**src/rtl/rf_cmd_pkg.sv**
```systemverilog
// rf_cmd_pkg: opcodes and FSM states shared by the register-file command parser.
package rf_cmd_pkg;
  localparam logic [7:0] CMD_RF_WR = 8'hAA;
  localparam logic [7:0] CMD_RF_RD = 8'hBB;
  typedef enum logic [2:0] {IDLE, WR_ADDR, WR_DATA, RD_ADDR, RD_REQ, RD_WAIT, TX} state_t;
endpackage

```
**src/rtl/rf_cmd_ctrl.sv**
```systemverilog
// rf_cmd_ctrl: parses UART RX bytes into register-file write/read frames and forwards read data to the TX FIFO.
module rf_cmd_ctrl
  import rf_cmd_pkg::*;
#(
  parameter int DEPTH   = 16,
  parameter int WIDTH   = 8,
  parameter int TIMEOUT = 8,
  localparam int ADDR_W = $clog2(DEPTH)
) (
  input  logic              CLK,
  input  logic              RST,
  input  logic [WIDTH-1:0]  RX_P_DATA,
  input  logic              RX_D_VLD,
  output logic [ADDR_W-1:0] Address,
  output logic              WrEn,
  output logic              RdEn,
  output logic [WIDTH-1:0]  WrData,
  input  logic [WIDTH-1:0]  RdData,
  input  logic              RdValid,
  output logic [WIDTH-1:0]  TX_P_DATA,
  output logic              TX_D_VLD,
  input  logic              FIFO_FULL,
  output logic              CMD_ERR
);
  localparam int CW = $clog2(TIMEOUT + 1);
  state_t state, state_n;
  logic [ADDR_W-1:0] addr_n;
  logic [WIDTH-1:0] wr_data_n, tx_data_n;
  logic [CW-1:0] cnt, cnt_n;
  logic wr_en_n, rd_en_n, tx_vld_n, err_n, addr_bad;
  assign addr_bad = (RX_P_DATA >> ADDR_W) != '0;
  always_comb begin
    state_n   = state;
    addr_n    = Address;
    wr_data_n = WrData;
    tx_data_n = TX_P_DATA;
    cnt_n     = cnt;
    wr_en_n   = 1'b0;
    rd_en_n   = 1'b0;
    tx_vld_n  = 1'b0;
    err_n     = 1'b0;
    case (state)
      IDLE: if (RX_D_VLD) begin
        if (RX_P_DATA == WIDTH'(CMD_RF_WR)) state_n = WR_ADDR;
        else if (RX_P_DATA == WIDTH'(CMD_RF_RD)) state_n = RD_ADDR;
        else err_n = 1'b1;
      end
      WR_ADDR, RD_ADDR: if (RX_D_VLD) begin
        if (addr_bad) begin
          err_n   = 1'b1;
          state_n = IDLE;
        end else begin
          addr_n  = RX_P_DATA[ADDR_W-1:0];
          rd_en_n = (state == RD_ADDR);
          state_n = (state == RD_ADDR) ? RD_REQ : WR_DATA;
        end
      end
      WR_DATA: if (RX_D_VLD) begin
        wr_en_n   = 1'b1;
        wr_data_n = RX_P_DATA;
        state_n   = IDLE;
      end
      RD_REQ: begin
        err_n   = RX_D_VLD;
        cnt_n   = '0;
        state_n = RD_WAIT;
      end
      RD_WAIT: begin
        err_n = RX_D_VLD;
        if (RdValid) begin
          tx_data_n = RdData;
          cnt_n     = '0;
          state_n   = TX;
        end else if (cnt == CW'(TIMEOUT - 1)) begin
          err_n   = 1'b1;
          cnt_n   = '0;
          state_n = IDLE;
        end else cnt_n = cnt + CW'(1);
      end
      TX: begin
        err_n    = RX_D_VLD;
        tx_vld_n = !FIFO_FULL;
        state_n  = FIFO_FULL ? TX : IDLE;
      end
      default: state_n = IDLE;
    endcase
  end
  always_ff @(posedge CLK or negedge RST) begin
    if (!RST) begin
      state     <= IDLE;
      cnt       <= '0;
      Address   <= '0;
      WrEn      <= 1'b0;
      RdEn      <= 1'b0;
      WrData    <= '0;
      TX_P_DATA <= '0;
      TX_D_VLD  <= 1'b0;
      CMD_ERR   <= 1'b0;
    end else begin
      state     <= state_n;
      cnt       <= cnt_n;
      Address   <= addr_n;
      WrEn      <= wr_en_n;
      RdEn      <= rd_en_n;
      WrData    <= wr_data_n;
      TX_P_DATA <= tx_data_n;
      TX_D_VLD  <= tx_vld_n;
      CMD_ERR   <= err_n;
    end
  end
endmodule

```
**config.mk**
```make
export PLATFORM = sky130hd
export DESIGN_NAME = rf_cmd_ctrl
export DESIGN_NICKNAME = d
export VERILOG_FILES = /design/src/rtl/rf_cmd_pkg.sv /design/src/rtl/rf_cmd_ctrl.sv
export SDC_FILE = /design/constraint.sdc
export NUM_CORES = 1
export LEC_CHECK = 0
export CORE_UTILIZATION = 40
export DETAILED_ROUTE_END_ITERATION = 7
export PLACE_DENSITY = 0.82
export SLEW_MARGIN = 25
export SYNTH_ARGS = -nofsm -noshare
export SYNTH_HDL_FRONTEND = slang
export SYNTH_SLANG_ARGS = --single-unit
```
**constraint.sdc**
```tcl
create_clock -name CLK -period 3.7 [get_ports CLK]
set_input_delay 0.74 -clock CLK [delete_from_list [all_inputs] [get_ports CLK]]
set_output_delay 0.74 -clock CLK [all_outputs]
set_load 0.05 [all_outputs]
```
==> metrics.log, run 1 <==
[metrics] Syn Nets: 130
[metrics] area of the core: 0.00334 mm^2
[metrics] netlist area before placement: 0.00139 mm^2
[metrics] register cell area after layout: 776 um^2
[metrics] Async S/R FF share, synth: 100%
[metrics] Area growth syn-to-layout: 40.7%
[metrics] synth unique cells: 31
[metrics] most area-hungry cell type in the Yosys netlist: dfrtp_1
[metrics] type of the tightest min-delay check: reg -> reg
[metrics] Leak: 0.845 nW
[metrics] largest cells by area after synthesis: dfrtp_1 56%, mux2_2 16%, nor3_4 2.3%
[metrics] final-stage net count: 179
[metrics] post-route clock period utilization: 63.5%
[metrics] Final Slew Violations: 0
[metrics] DPL Wire Length: 2230 um
[metrics] maximum number of pins on one net before global-route repair: 32
[metrics] CTS Hold Bufs: 0
[metrics] total negative slack for setup checks: 0 ps
[metrics] via count of the routed design: 1,067
[metrics] Fmax achieved: 426 MHz
[metrics] via count of the first global-routing pass: 1,056
[metrics] number of buffers between clock root and the deepest sink: 2
[metrics] Switching Fraction: 30.2%
[metrics] run status: finished clean
[metrics] Logic pwr share: 25.4%
[metrics] Primary FF master, synth: dfrtp_1
[metrics] min Tclk post-route: 2350 ps
[metrics] crit path capture type: register
[metrics] Hold Vio Cnt, Final: 0
[metrics] clock tree sinks: 31
[metrics] commonest cells after routing, fill and taps aside: 44 x clkdlybuf4s50_1, 31 x dfrtp_1, 20 x mux2_2
[metrics] clock share of power: 29.5%
[metrics] RSZ-0062 raised after global routing: no
[metrics] post-CTS setup buffer count: 0
[metrics] number of detailed-routing iterations run before antenna repair: 6
[metrics] share of the synthesized area in the top cell type: 56.0%
[metrics] crit start category: input pin
[metrics] total grt overflow: 0
[metrics] RePlAce Congestion: 0.869
[metrics] total area of multi-input combinational cells: 591 um^2
[metrics] final design area excluding fillers: 0.00195 mm^2
[metrics] global-route wire length before repair: 5000 um
[metrics] count of antenna diodes in the layout: 0
[metrics] Relative slew margins: 60.3%
[metrics] per-cell routed wire length: 15.3 um
[metrics] number of setup violations in the final report: 0
[metrics] deepest level of the CTS H-tree: 2
[metrics] number of vias per cell after detailed routing: 5.26
[metrics] reported max-cap violation count: 0
[metrics] Syn Inst Count: 108
[metrics] sequential fraction of design power: 45.0%
[metrics] Max rail drop VDD: 0.000444 V
[metrics] post-cts gate resize count: 0
[metrics] insertion delay of the later-clocked pin in the worst-skew pair: 330 ps
[metrics] arrival time of the worst setup path: 2550 ps
[metrics] leading cell type in the layout, fill and taps excluded: clkdlybuf4s50_1
[metrics] Seq/Total Area, Yosys: 56.0%
[metrics] overall routed net length: 3110 um
[metrics] maximum fanout along the worst path: 6
[metrics] Syn Area/Cell: 12.8 um^2
[metrics] internal portion of total power: 0.587 mW
[metrics] die height: 60.9 um
[metrics] total of flip-flops plus latches after synthesis: 31
[metrics] initial cell density of the core: 41.5%
[metrics] buffer cell driving the clock tree root: clkbuf_4
[metrics] die outline width: 60.9 um
[metrics] cell area after placement: 0.00188 mm^2
[metrics] Total Routing Usage GR: 19.4%
[metrics] Synth Warn #: 0
[metrics] Crit Path Category: in -> reg
[metrics] antenna viol nets, final: 0
[metrics] TritonCTS clock tree: built
[metrics] fill cell total of the finished layout: 285
[metrics] WP data required: 3900 ps
[metrics] DRT iter0 DRCs: 30
[metrics] total power density per cell area: 432 mW/mm^2
[metrics] I/O pin total: 45
[metrics] final hold slack: 521 ps
[metrics] CTS clock-pin slew for the worst setup and hold paths: 90 ps
[metrics] NetSw: 0.255 mW
[metrics] post-route DRC violation count: 0
[metrics] transition time of the tightest slew-check pin: 587 ps
[metrics] Rows: 21
[metrics] clock skew: 8.55 ps
[metrics] Num CTS Buffers: 5
[metrics] share of layout cells above drive strength 1: 19.7%
[metrics] initial antenna violation count: 0
[metrics] number of synthesized flops with an enable pin: 0
[metrics] Port Buffers: 44
[metrics] die footprint: 0.00371 mm^2
registers in the layout, summed over array words and instances, names as in the netlist:
name       count
TX_P_DATA      8
WrEn           1
CMD_ERR        1
Address        4
cnt            4
RdEn           1
TX_D_VLD       1
state          3
WrData         8
power by group through the flow:
stage	clock network, mW	logic, mW	registers (mW)
2_1_floorplan	0	0.0299	0.476
3_3_place_gp	0	0.213	0.384
3_5_place_dp	0	0.215	0.385
4_1_cts	0.259	0.216	0.379
5_1_grt	0.273	0.224	0.382
6_report	0.249	0.214	0.379
per-layer routing:
metal	vias up	track usage (%)	wire length (um)
li1	503	-	-
met1	524	23.8	1290
met2	33	30.5	1570
met3	7	7.46	196
met4	0	9.09	54
met5	-	0	0
synth_stat cells (2+ instances only):
cell	instances
a21oi_1	5
clkbuf_1	2
dfrtp_1	31
inv_1	2
mux2_2	20
nand2_1	6
nand4b_1	2
nor2_1	4
nor2b_1	5
nor3_4	2
nor4_1	2
nor4b_1	2
o21ai_0	6
o311ai_0	2
metrics by stage:
step,total power [mW],utilization [%],cells,setup WS (ps)
after floorplan,0.506,-,108,1700
after global placement,0.597,56.3,196,1150
after detailed placement,0.600,56.3,196,1060
after CTS,0.854,58.5,203,1400
after global routing,0.878,58.5,203,1220
final,0.842,58.5,203,1350
layout make-up:
type	instances	share of cell area (%)
timing repair buffer	45	23.0
tap	46	2.95
sequential	31	39.8
multi-input combinational	72	30.3
clock buffer	6	2.12
clock inverter	1	1.54
inverter	2	0.385
critical path, stage by stage:
cell and delay, ps:
clkdlybuf4s50_1 630, nand4b_1 160, nor4b_1 570, a21oi_1 140, o311ai_0 310
path summary, 6_finish.rpt:
check	from	to	slack, ps	cells past startpoint
worst min register to register	WrData[7]$_DFFE_PN0P_	WrData[7]$_DFFE_PN0P_	520	1
min in group asynchronous	RST	TX_P_DATA[1]$_DFFE_PN0N_	790	2
worst min-delay path	WrData[7]$_DFFE_PN0P_	WrData[7]$_DFFE_PN0P_	520	1
max in group asynchronous	RST	state[2]$_DFFE_PN0P_	2620	2
worst max register to register	state[0]$_DFFE_PN0P_	Address[1]$_DFFE_PN0P_	1760	3
worst max-delay path	RX_P_DATA[7]	state[0]$_DFFE_PN0P_	1350	5
cells by family after synthesis:
family | synth area share (%)
AOI/OAI and AO/OA | 9.21
xor gates and xnor gates | 0.632
adders and majority gates | 0.902
buffers and inverters | 1.44
DFF | 56.0
muxes | 16.2
and+or+nand+nor | 15.6
Note: power is estimated with default switching activity, not from simulation.
==> run 2: changes to the inputs <==
PLACE_DENSITY = 0.85   (was 0.82)
clock period = 2.15 ns   (was 3.7 ns; I/O delays follow)
==> run 2 against run 1 <==
Compared with the run above: worst hold slack lost 40 ps; largest cell class unchanged; critical path depth shrank 4; register-to-register slack lost 1300 ps; utilization grew 2.1 points; sequential share of layout area shrank 1.4 points; clock power grew 60%; sequential power grew 72%; sequential cell count is the same; via count grew 4.7%; power grew 70%; combinational power grew 77%; global-route usage shrank 0.15 points.
==> metrics.log, run 2 (synthesized netlist as in run 1, its figures left out) <==
[metrics] insertion delay of the later-clocked pin in the worst-skew pair: 340 ps (was 330 ps)
[metrics] WP data required: 1720 ps (was 3900 ps)
[metrics] final-stage net count: 188 (was 179)
[metrics] maximum fanout along the worst path: 2 (was 6)
[metrics] total area of multi-input combinational cells: 591 um^2 (unchanged)
[metrics] CTS Hold Bufs: 0 (unchanged)
[metrics] initial cell density of the core: 41.5% (unchanged)
[metrics] Crit Path Category: reg -> out (was in -> reg)
[metrics] die outline width: 60.9 um (unchanged)
[metrics] Buffers & Inverters on Critical Path: 1 (unchanged)
[metrics] met1 routed wirelength after detailed routing: 1350 um (was 1290 um)
[metrics] number of vias per cell after detailed routing: 5.24 (was 5.26)
[metrics] TritonCTS clock tree: built (unchanged)
[metrics] Highest Signal Layer: met4 (unchanged)
[metrics] via count of the first global-routing pass: 1,076 (was 1,056)
[metrics] Max rail drop VDD: 0.000568 V (was 0.000444 V)
[metrics] number of buffers between clock root and the deepest sink: 2 (unchanged)
[metrics] die footprint: 0.00371 mm^2 (unchanged)
[metrics] total grt overflow: 0 (unchanged)
[metrics] transition time of the tightest slew-check pin: 594 ps (was 587 ps)
[metrics] largest stage delay on the critical path: 830 ps (was 630 ps)
[metrics] arrival time of the worst setup path: 1540 ps (was 2550 ps)
[metrics] routed wire length on met2: 1580 um (was 1570 um)
[metrics] run status: finished clean (unchanged)
[metrics] RePlAce Congestion: 0.848 (was 0.869)
[metrics] final critical-path setup slack: 177 ps (was 1350 ps)
[metrics] Relative slew margins: 59.9% (was 60.3%)
[metrics] met3 WL post-DR: 216 um (was 196 um)
[metrics] post-cts gate resize count: 0 (unchanged)
[metrics] DRT iter0 DRCs: 19 (was 30)
[metrics] Num CTS Buffers: 5 (unchanged)
[metrics] Final Slew Violations: 0 (unchanged)
[metrics] number of setup violations in the final report: 0 (unchanged)
[metrics] cell-by-cell listing of the critical path: clkdlybuf4s50_1 (was clkdlybuf4s50_1 -> nand4b_1 -> nor4b_1 -> a21oi_1 -> o311ai_0)
[metrics] clock tree sinks: 31 (unchanged)
[metrics] worst r2r src: state[1]$_DFFE_PN0P_ (was state[0]$_DFFE_PN0P_)
[metrics] Leak: 0.889 nW (was 0.845 nW)
[metrics] via count of the routed design: 1,117 (was 1,067)
[metrics] cell area after placement: 0.00195 mm^2 (was 0.00188 mm^2)
[metrics] count of antenna diodes in the layout: 0 (unchanged)
[metrics] Total Routing Usage GR: 19.3% (was 19.4%)
[metrics] register cell area after layout: 776 um^2 (unchanged)
[metrics] crit path from: Address[1]$_DFFE_PN0P_ (was RX_P_DATA[7])
[metrics] min Tclk post-route: 1970 ps
[metrics] crit path capture type: output port (was register)
[metrics] I/O pin total: 45 (unchanged)
[metrics] final design area excluding fillers: 0.00202 mm^2 (was 0.00195 mm^2)
[metrics] antenna viol nets, final: 0 (unchanged)
[metrics] DPL Wire Length: 2310 um (was 2230 um)
[metrics] Port Buffers: 44 (unchanged)
[metrics] Rows: 21 (unchanged)
[metrics] type of the tightest min-delay check: in -> async (was reg -> reg)
[metrics] commonest cells after routing, fill and taps aside: 44 x clkdlybuf4s50_1, 31 x dfrtp_1, 20 x mux2_2 (unchanged)
[metrics] deepest level of the CTS H-tree: 2 (unchanged)
[metrics] post-CTS setup buffer count: 0 (unchanged)
[metrics] leading registers by flop count: TX_P_DATA (8), WrData (8) (unchanged)
[metrics] maximum number of pins on one net before global-route repair: 32 (unchanged)
[metrics] DP Worst Slack: -98.8 ps (was 1060 ps)
[metrics] fill cell total of the finished layout: 276 (was 285)
[metrics] area of the core: 0.00334 mm^2 (unchanged)
[metrics] overall routed net length: 3200 um (was 3110 um)
[metrics] buffer cell driving the clock tree root: clkbuf_4 (unchanged)
[metrics] leading cell type in the layout, fill and taps excluded: clkdlybuf4s50_1 (unchanged)
[metrics] Max stage delay cell, worst path: clkdlybuf4s50_1 (unchanged)
[metrics] clock skew: 9.38 ps (was 8.55 ps)
[metrics] post-route DRC violation count: 0 (unchanged)
[metrics] initial antenna violation count: 0 (unchanged)
[metrics] global-route wire length before repair: 5000 um (about the same)
[metrics] reported max-cap violation count: 0 (unchanged)
[metrics] crit start category: register (was input pin)
[metrics] Area growth syn-to-layout: 45.7% (was 40.7%)
[metrics] CTS clock-pin slew for the worst setup and hold paths: 100 ps (was 90 ps)
[metrics] total power density per cell area: 708 mW/mm^2 (was 432 mW/mm^2)
[metrics] dominant delay contributor by cell family on the critical path: buffers and inverters (was simple AND/OR/NAND/NOR gates)
[metrics] share of layout cells above drive strength 1: 25.1% (was 19.7%)
[metrics] per-cell routed wire length: 15.0 um (was 15.3 um)
[metrics] die height: 60.9 um (unchanged)
[metrics] post-route clock period utilization: 91.8%
[metrics] RSZ-0062 raised after global routing: no (unchanged)
[metrics] Fmax achieved: 507 MHz
[metrics] number of detailed-routing iterations run before antenna repair: 4 (was 6)
[metrics] Hold Vio Cnt, Final: 0 (unchanged)
==> run 2: cell types whose count changed in the layout (fill, tap and decap cells not counted) <==
cell and change:
clkbuf_1 -1, buf_4 +9, clkbuf_8 +2, bufinv_16 -1, clkinvlp_4 +1
==> run 2: layout make-up <==
| type | count | area share (%) |
|---|---|---|
| Sequential cell | 31 | 38.4 |
| Clock buffer | 7 | 3.22 |
| Clock inverter | 1 | 0.372 |
| Multi-Input combinational cell | 72 | 29.2 |
| Inverter | 2 | 0.372 |
| Timing Repair Buffer | 54 | 25.5 |
| Tap cell | 46 | 2.85 |
==> run 2: worst paths after layout <==
check	to	slack (ps)	cells after the start
worst max-delay path	Address[1]	180	1
worst min-delay path	TX_D_VLD$_DFF_PN0_	480	2
worst max register to register	WrData[1]$_DFFE_PN0P_	470	3
worst min register to register	TX_P_DATA[7]$_DFFE_PN0N_	510	1
max in group asynchronous	Address[0]$_DFFE_PN0P_	1390	2
min in group CLK	TX_P_DATA[7]$_DFFE_PN0N_	510	1
==> run 2: power by group <==
| group | switching, mW | internal, mW | leakage [nW] |
|---|---|---|---|
| clock network | 0.208 | 0.191 | 0.0375 |
| logic | 0.227 | 0.152 | 0.439 |
| registers | 0.0240 | 0.628 | 0.412 |
| total | 0.460 | 0.970 | 0.889 |
==> run 2: layer usage <==
metal  GRT usage, %  vias up
met5              0        -
met4           8.77        0
met3           6.82        5
met2           30.5       37
met1           23.8      557
li1               -      518
==> run 2: through the flow <==
| step | power [mW] | TNS (ps) | util (%) | hold WS [ps] | cells |
|---|---|---|---|---|---|
| after floorplan | 0.870 | 0 | - | 134 | 108 |
| after detailed placement | 1.04 | -289 | 58.3 | 493 | 205 |
| final | 1.43 | 0 | 60.5 | 481 | 213 |
| after global routing | 1.49 | 0 | 60.5 | 515 | 213 |
| after CTS | 1.45 | 0 | 60.5 | 484 | 213 |
| after global placement | 1.04 | -37.4 | 58.3 | 485 | 205 |
==> patch 1 (flow settings as in run 2) <==
Remove the register `CMD_ERR`: a continuous assignment takes its place, so the output `CMD_ERR` follows one clock earlier.
--- a/src/rtl/rf_cmd_ctrl.sv
+++ b/src/rtl/rf_cmd_ctrl.sv
@@ -95,7 +95,6 @@
       WrData    <= '0;
       TX_P_DATA <= '0;
       TX_D_VLD  <= 1'b0;
-      CMD_ERR   <= 1'b0;
     end else begin
       state     <= state_n;
       cnt       <= cnt_n;
@@ -105,8 +104,9 @@
       WrData    <= wr_data_n;
       TX_P_DATA <= tx_data_n;
       TX_D_VLD  <= tx_vld_n;
-      CMD_ERR   <= err_n;
     end
   end
+
+  assign CMD_ERR = err_n;
 endmodule
 
Behaviour: not the same (Yosys sat finds a counterexample within 4 cycles, from zero or initial values and one cycle with RST low).
==> patch 1 against run 2 <==
  * Sequential share of layout area fell by 1.2 points
  * Area after synthesis fell by 1.4%
  * Routed wire length fell by 4.1%
  * Count of clock-buffer cells in the layout did not move
  * Worst setup slack got worse by 0.12 ns
  * Cell area did not move
  * Sequential cell count fell by 1
  * Highest routed layer unchanged
Power is not compared: it rests on default switching activity, and its combinational part moved more than twofold at a synthesized area within 25%.
==> patch 1: results (changes against run 2) <==
[status]
status = finished, final reports clean  ; unchanged

[route]
drtIter0Drc = 25  ; was 19
routed_wl_um = 3071  ; was 3202 um
wl_met1_um = 1330  ; was 1346 um
vias_per_cell = 5.125  ; was 5.244
wl_met3_um = 159  ; was 216 um

[global_route]
grt_pass1_wl_um = 5016  ; was 5002 um
first_global_vias = 1096  ; was 1,076
grt_max_degree = 31  ; was 32

[worst_setup_path]
critPathMaxStageDelay_ns = 0.44  ; was 0.83 ns
regToRegSetupSlack_ns = 0.41  ; was 0.47 ns
rr_worst_depth = 5  ; was 3
reg2reg_to = cnt[3]  ; was WrData[1]
startpoint = RX_P_DATA[0]  ; was Address[1]
crit_end = CMD_ERR  ; was Address[1]

[worst_hold_path]
hold_class = in -> reg  ; was in -> async

[placement]
place_congestion = 0.8212  ; was 0.8480
detailed_place.area_um2 = 1934  ; was 1947 um2
placedCellCount = 206  ; was 205
dp_hpwl_um = 2223  ; was 2307 um

[logic_synthesis]
synth_area_leaders = dfrtp_1 (55%), mux2_2 (16%), o21ai_0 (2.9%)  ; was dfrtp_1 (56%), mux2_2 (16%), nor3_4 (2.3%)
synthTopCellsByCount = dfrtp_1 (30), mux2_2 (20), nand2_1 (8), o21ai_0 (8), nor2_1 (4)  ; was dfrtp_1 (31), mux2_2 (20), nand2_1 (6), o21ai_0 (6)
syn_area_per_cell_um2 = 12.32  ; was 12.84 um2
synth_cell_types = 35  ; was 31
synth_fp_nets = 133  ; was 130
synth.area.mux_share = 0.1647  ; was 0.1625
synth-compound-area-share = 0.08417  ; was 0.09206
yosys.area_share.xor_xnor = 0.006404  ; was 0.006318

[finish]
area_delta_synth_final_pct = 47.67  ; was 45.67%
layout-drive-gt1-share = 0.2849  ; was 0.2515
layout.cells.non_filler = 216  ; was 213
fill_cells = 256  ; was 276

[timing]
slew_headroom = 0.6574  ; was 0.5986
fin_skew_ns = 0.006180  ; was 0.009376 ns

[clock_network]
cts_setup_buffers = 1  ; was 0

[patch 1: cell type report]
class	instances	area share
flip-flops and latches	30	0.3724
multi-input cells	77	0.3017
repair buffers	56	0.2670
clock buffers	7	0.02726
well taps	44	0.02726
clock inverters	1	0.002478
inverters	1	0.001859
[patch 1: how the worst min path moves through the flow]
stage | end | cells past startpoint | startpoint
2_1_floorplan | Address[0] | 0 | RST
3_3_place_gp | cnt[2] | 1 | cnt[2]
3_5_place_dp | WrData[3] | 1 | WrData[3]
4_1_cts | Address[1] | 2 | RST
5_1_grt | WrData[6] | 2 | RX_P_DATA[6]
6_report | WrData[6] | 2 | RX_P_DATA[6]
[patch 1: where the power goes]
part	internal (mW)	total (mW)	switching, mW
sequential	0.689	0.805	0.116
combinational	0.392	0.968	0.576
clock	0.158	0.351	0.193
[patch 1: worst register-to-register path, stage by stage, from the launching register on]
cell and delay [ns]:
dfrtp_1 0.59, and4bb_4 0.30, buf_4 0.15, nand2b_4 0.07, or4_1 0.48, nand3_1 0.10
==> patch 2 (settings of run 2) <==
Made on the original files. `WIDTH`: 8 -> 12.
--- a/src/rtl/rf_cmd_ctrl.sv
+++ b/src/rtl/rf_cmd_ctrl.sv
@@ -3,7 +3,7 @@
   import rf_cmd_pkg::*;
 #(
   parameter int DEPTH   = 16,
-  parameter int WIDTH   = 8,
+  parameter int WIDTH   = 12,
   parameter int TIMEOUT = 8,
   localparam int ADDR_W = $clog2(DEPTH)
 ) (
Interface: changed (resized RX_P_DATA, RdData, TX_P_DATA and WrData); port bits go from 45 to 61. No check against the original RTL was run, so the function may have changed too.
==> patch 2 against run 2 <==
  * Area after synthesis rose by 29%
  * Largest cell class unchanged
  * Sequential cell count rose by 8
  * Power rose by 91%
  * Routed wire length rose by 26%
  * Worst setup slack improved by 0.052 ns
  * Cell area rose by 29%
  * Sequential share of layout area fell by 0.97 points
==> patch 2: results (changes against run 2) <==
[logic_synthesis]
ys_warn_count = 0  ; unchanged
synth_area_leaders = dfrtp_1 (54%), mux2_2 (15%), mux2_4 (3.3%)  ; was dfrtp_1 (56%), mux2_2 (16%), nor3_4 (2.3%)
seq_area_frac_synth = 0.5439  ; was 0.5596
synth_fp_nets = 164  ; was 130
async_flop_share = 1.000  ; unchanged
synthTopCellsByCount = dfrtp_1 (39), mux2_2 (24), nand2_1 (6)  ; was dfrtp_1 (31), mux2_2 (20), nand2_1 (6), o21ai_0 (6)
synth_cell_types = 40  ; was 31

[finish]
antennaDiodeCount = 0  ; unchanged
final_nets = 239  ; was 188
reg.largest.list = TX_P_DATA (12), WrData (12)  ; was TX_P_DATA (8), WrData (8)
layout-drive-gt1-share = 0.2905  ; was 0.2515

[clock_network]
cts_resized = 0  ; unchanged
clockBufferDepth = 2  ; unchanged
cts_root_buf = clkbuf_8  ; was clkbuf_4
clk_pin_slew_ns = 0.08  ; was 0.10 ns
clock_latency_ns = 0.30  ; was 0.34 ns
cts_buffers = 5  ; unchanged
cts_setup_buffers = 0  ; unchanged
htree_levels = 2  ; unchanged

[worst_setup_path]
crit_path_max_fanout = 2  ; unchanged
crit_arrival_ns = 1.49  ; was 1.54 ns
critPathMaxStageDelay_ns = 0.81  ; was 0.83 ns
crit_family = buffers and inverters  ; unchanged
cp_slowest_cell = clkdlybuf4s50_1  ; unchanged

[placement]
place.port_buffers = 60  ; was 44
dp_hpwl_um = 2923  ; was 2307 um
detailed_place.area_um2 = 2522  ; was 1947 um2
place_congestion = 0.8221  ; was 0.8480

[global_route]
grt_pass1_wl_um = 6341  ; was 5002 um
antenna_found_initial = 0  ; unchanged
grt_max_degree = 40  ; was 32
track_usage = 0.1931  ; was 0.1928
first_global_vias = 1338  ; was 1,076

[power]
max-vdd-ir-drop_uv = 865.3  ; was 567.8 uV
swShare = 0.4114  ; was 0.3215
leakage_nw = 1.132  ; was 0.8892 nW

[route]
first_pass_iters = 4  ; unchanged
drtIter0Drc = 46  ; was 19
vias_per_cell = 5.154  ; was 5.244
post_drt_wl_per_cell_um = 15.52  ; was 15.03 um

[timing]
fin_skew_ns = 0.002619  ; was 0.009376 ns
slew_headroom = 0.6508  ; was 0.5986

[worst_hold_path]
hold_class = in -> async  ; unchanged

[status]
status = finished, final reports clean  ; unchanged

[patch 2: per-layer routing]
metal	track usage	part of all wire	vias to the layer above
met1	0.2484	0.46	644
met5	0	0	-
met3	0.07566	0.056	8
met4	0.09949	0.025	0
met2	0.2791	0.46	39
li1	-	-	649
[patch 2: final timing paths]
| path | startpoint | to | slack, ns | cells past startpoint |
|---|---|---|---|---|
| min | RST | WrData[8] | 0.17 | 2 |
| max in group asynchronous | RST | cnt[2] | 1.64 | 2 |
| max reg2reg | state[0] | state[1] | 0.45 | 4 |
| max | Address[0] | Address[0] | 0.23 | 1 |
| min reg2reg | TX_P_DATA[7] | TX_P_DATA[7] | 0.51 | 1 |
| min in group CLK | TX_P_DATA[7] | TX_P_DATA[7] | 0.51 | 1 |
[patch 2: cells by family (layout without fill, tap and decap cells)]
| family | after synthesis | in the layout | synth area share |
|---|---|---|---|
| buffers and inverters | 8 | 84 | 0.02162 |
| and+or+nand+nor | 39 | 39 | 0.1597 |
| DFF | 39 | 39 | 0.5439 |
| adders and majority gates | 1 | 1 | 0.006972 |
| AOI/OAI and AO/OA | 18 | 18 | 0.07881 |
| xor gates and xnor gates | 1 | 1 | 0.004882 |
| muxes | 28 | 28 | 0.1841 |
[patch 2: area by class of cell]
cell class                      count  area (um2)
Sequential cell                    39       975.9
Fill cell                         343        1538
Tap cell                           50       62.56
Multi-Input combinational cell     87       779.5
Timing Repair Buffer               73       693.2
Clock inverter                      3       15.01
Inverter                            3       11.26
Clock buffer                        5       68.82
[patch 2: power by group through the flow]
stage | clock (mW) | sequential, mW | combinational [mW]
final | 0.488 | 1.01 | 1.23
after global routing | 0.530 | 1.04 | 1.29
after CTS | 0.501 | 1.01 | 1.23
after detailed placement | 0 | 1.02 | 1.23
after global placement | 0 | 1.02 | 1.22
after floorplan | 0 | 1.44 | 0.391
[patch 2: per-stage QoR]
step | setup WS [ns] | instances | hold slack (ns)
floorplan | 0.4331 | 134 | 0.1344
global placement | -0.04687 | 252 | 0.4864
detailed placement | -0.07802 | 252 | 0.4933
CTS | 0.2256 | 260 | 0.1839
global route | 0.1800 | 260 | 0.2120
finish | 0.2297 | 260 | 0.1738
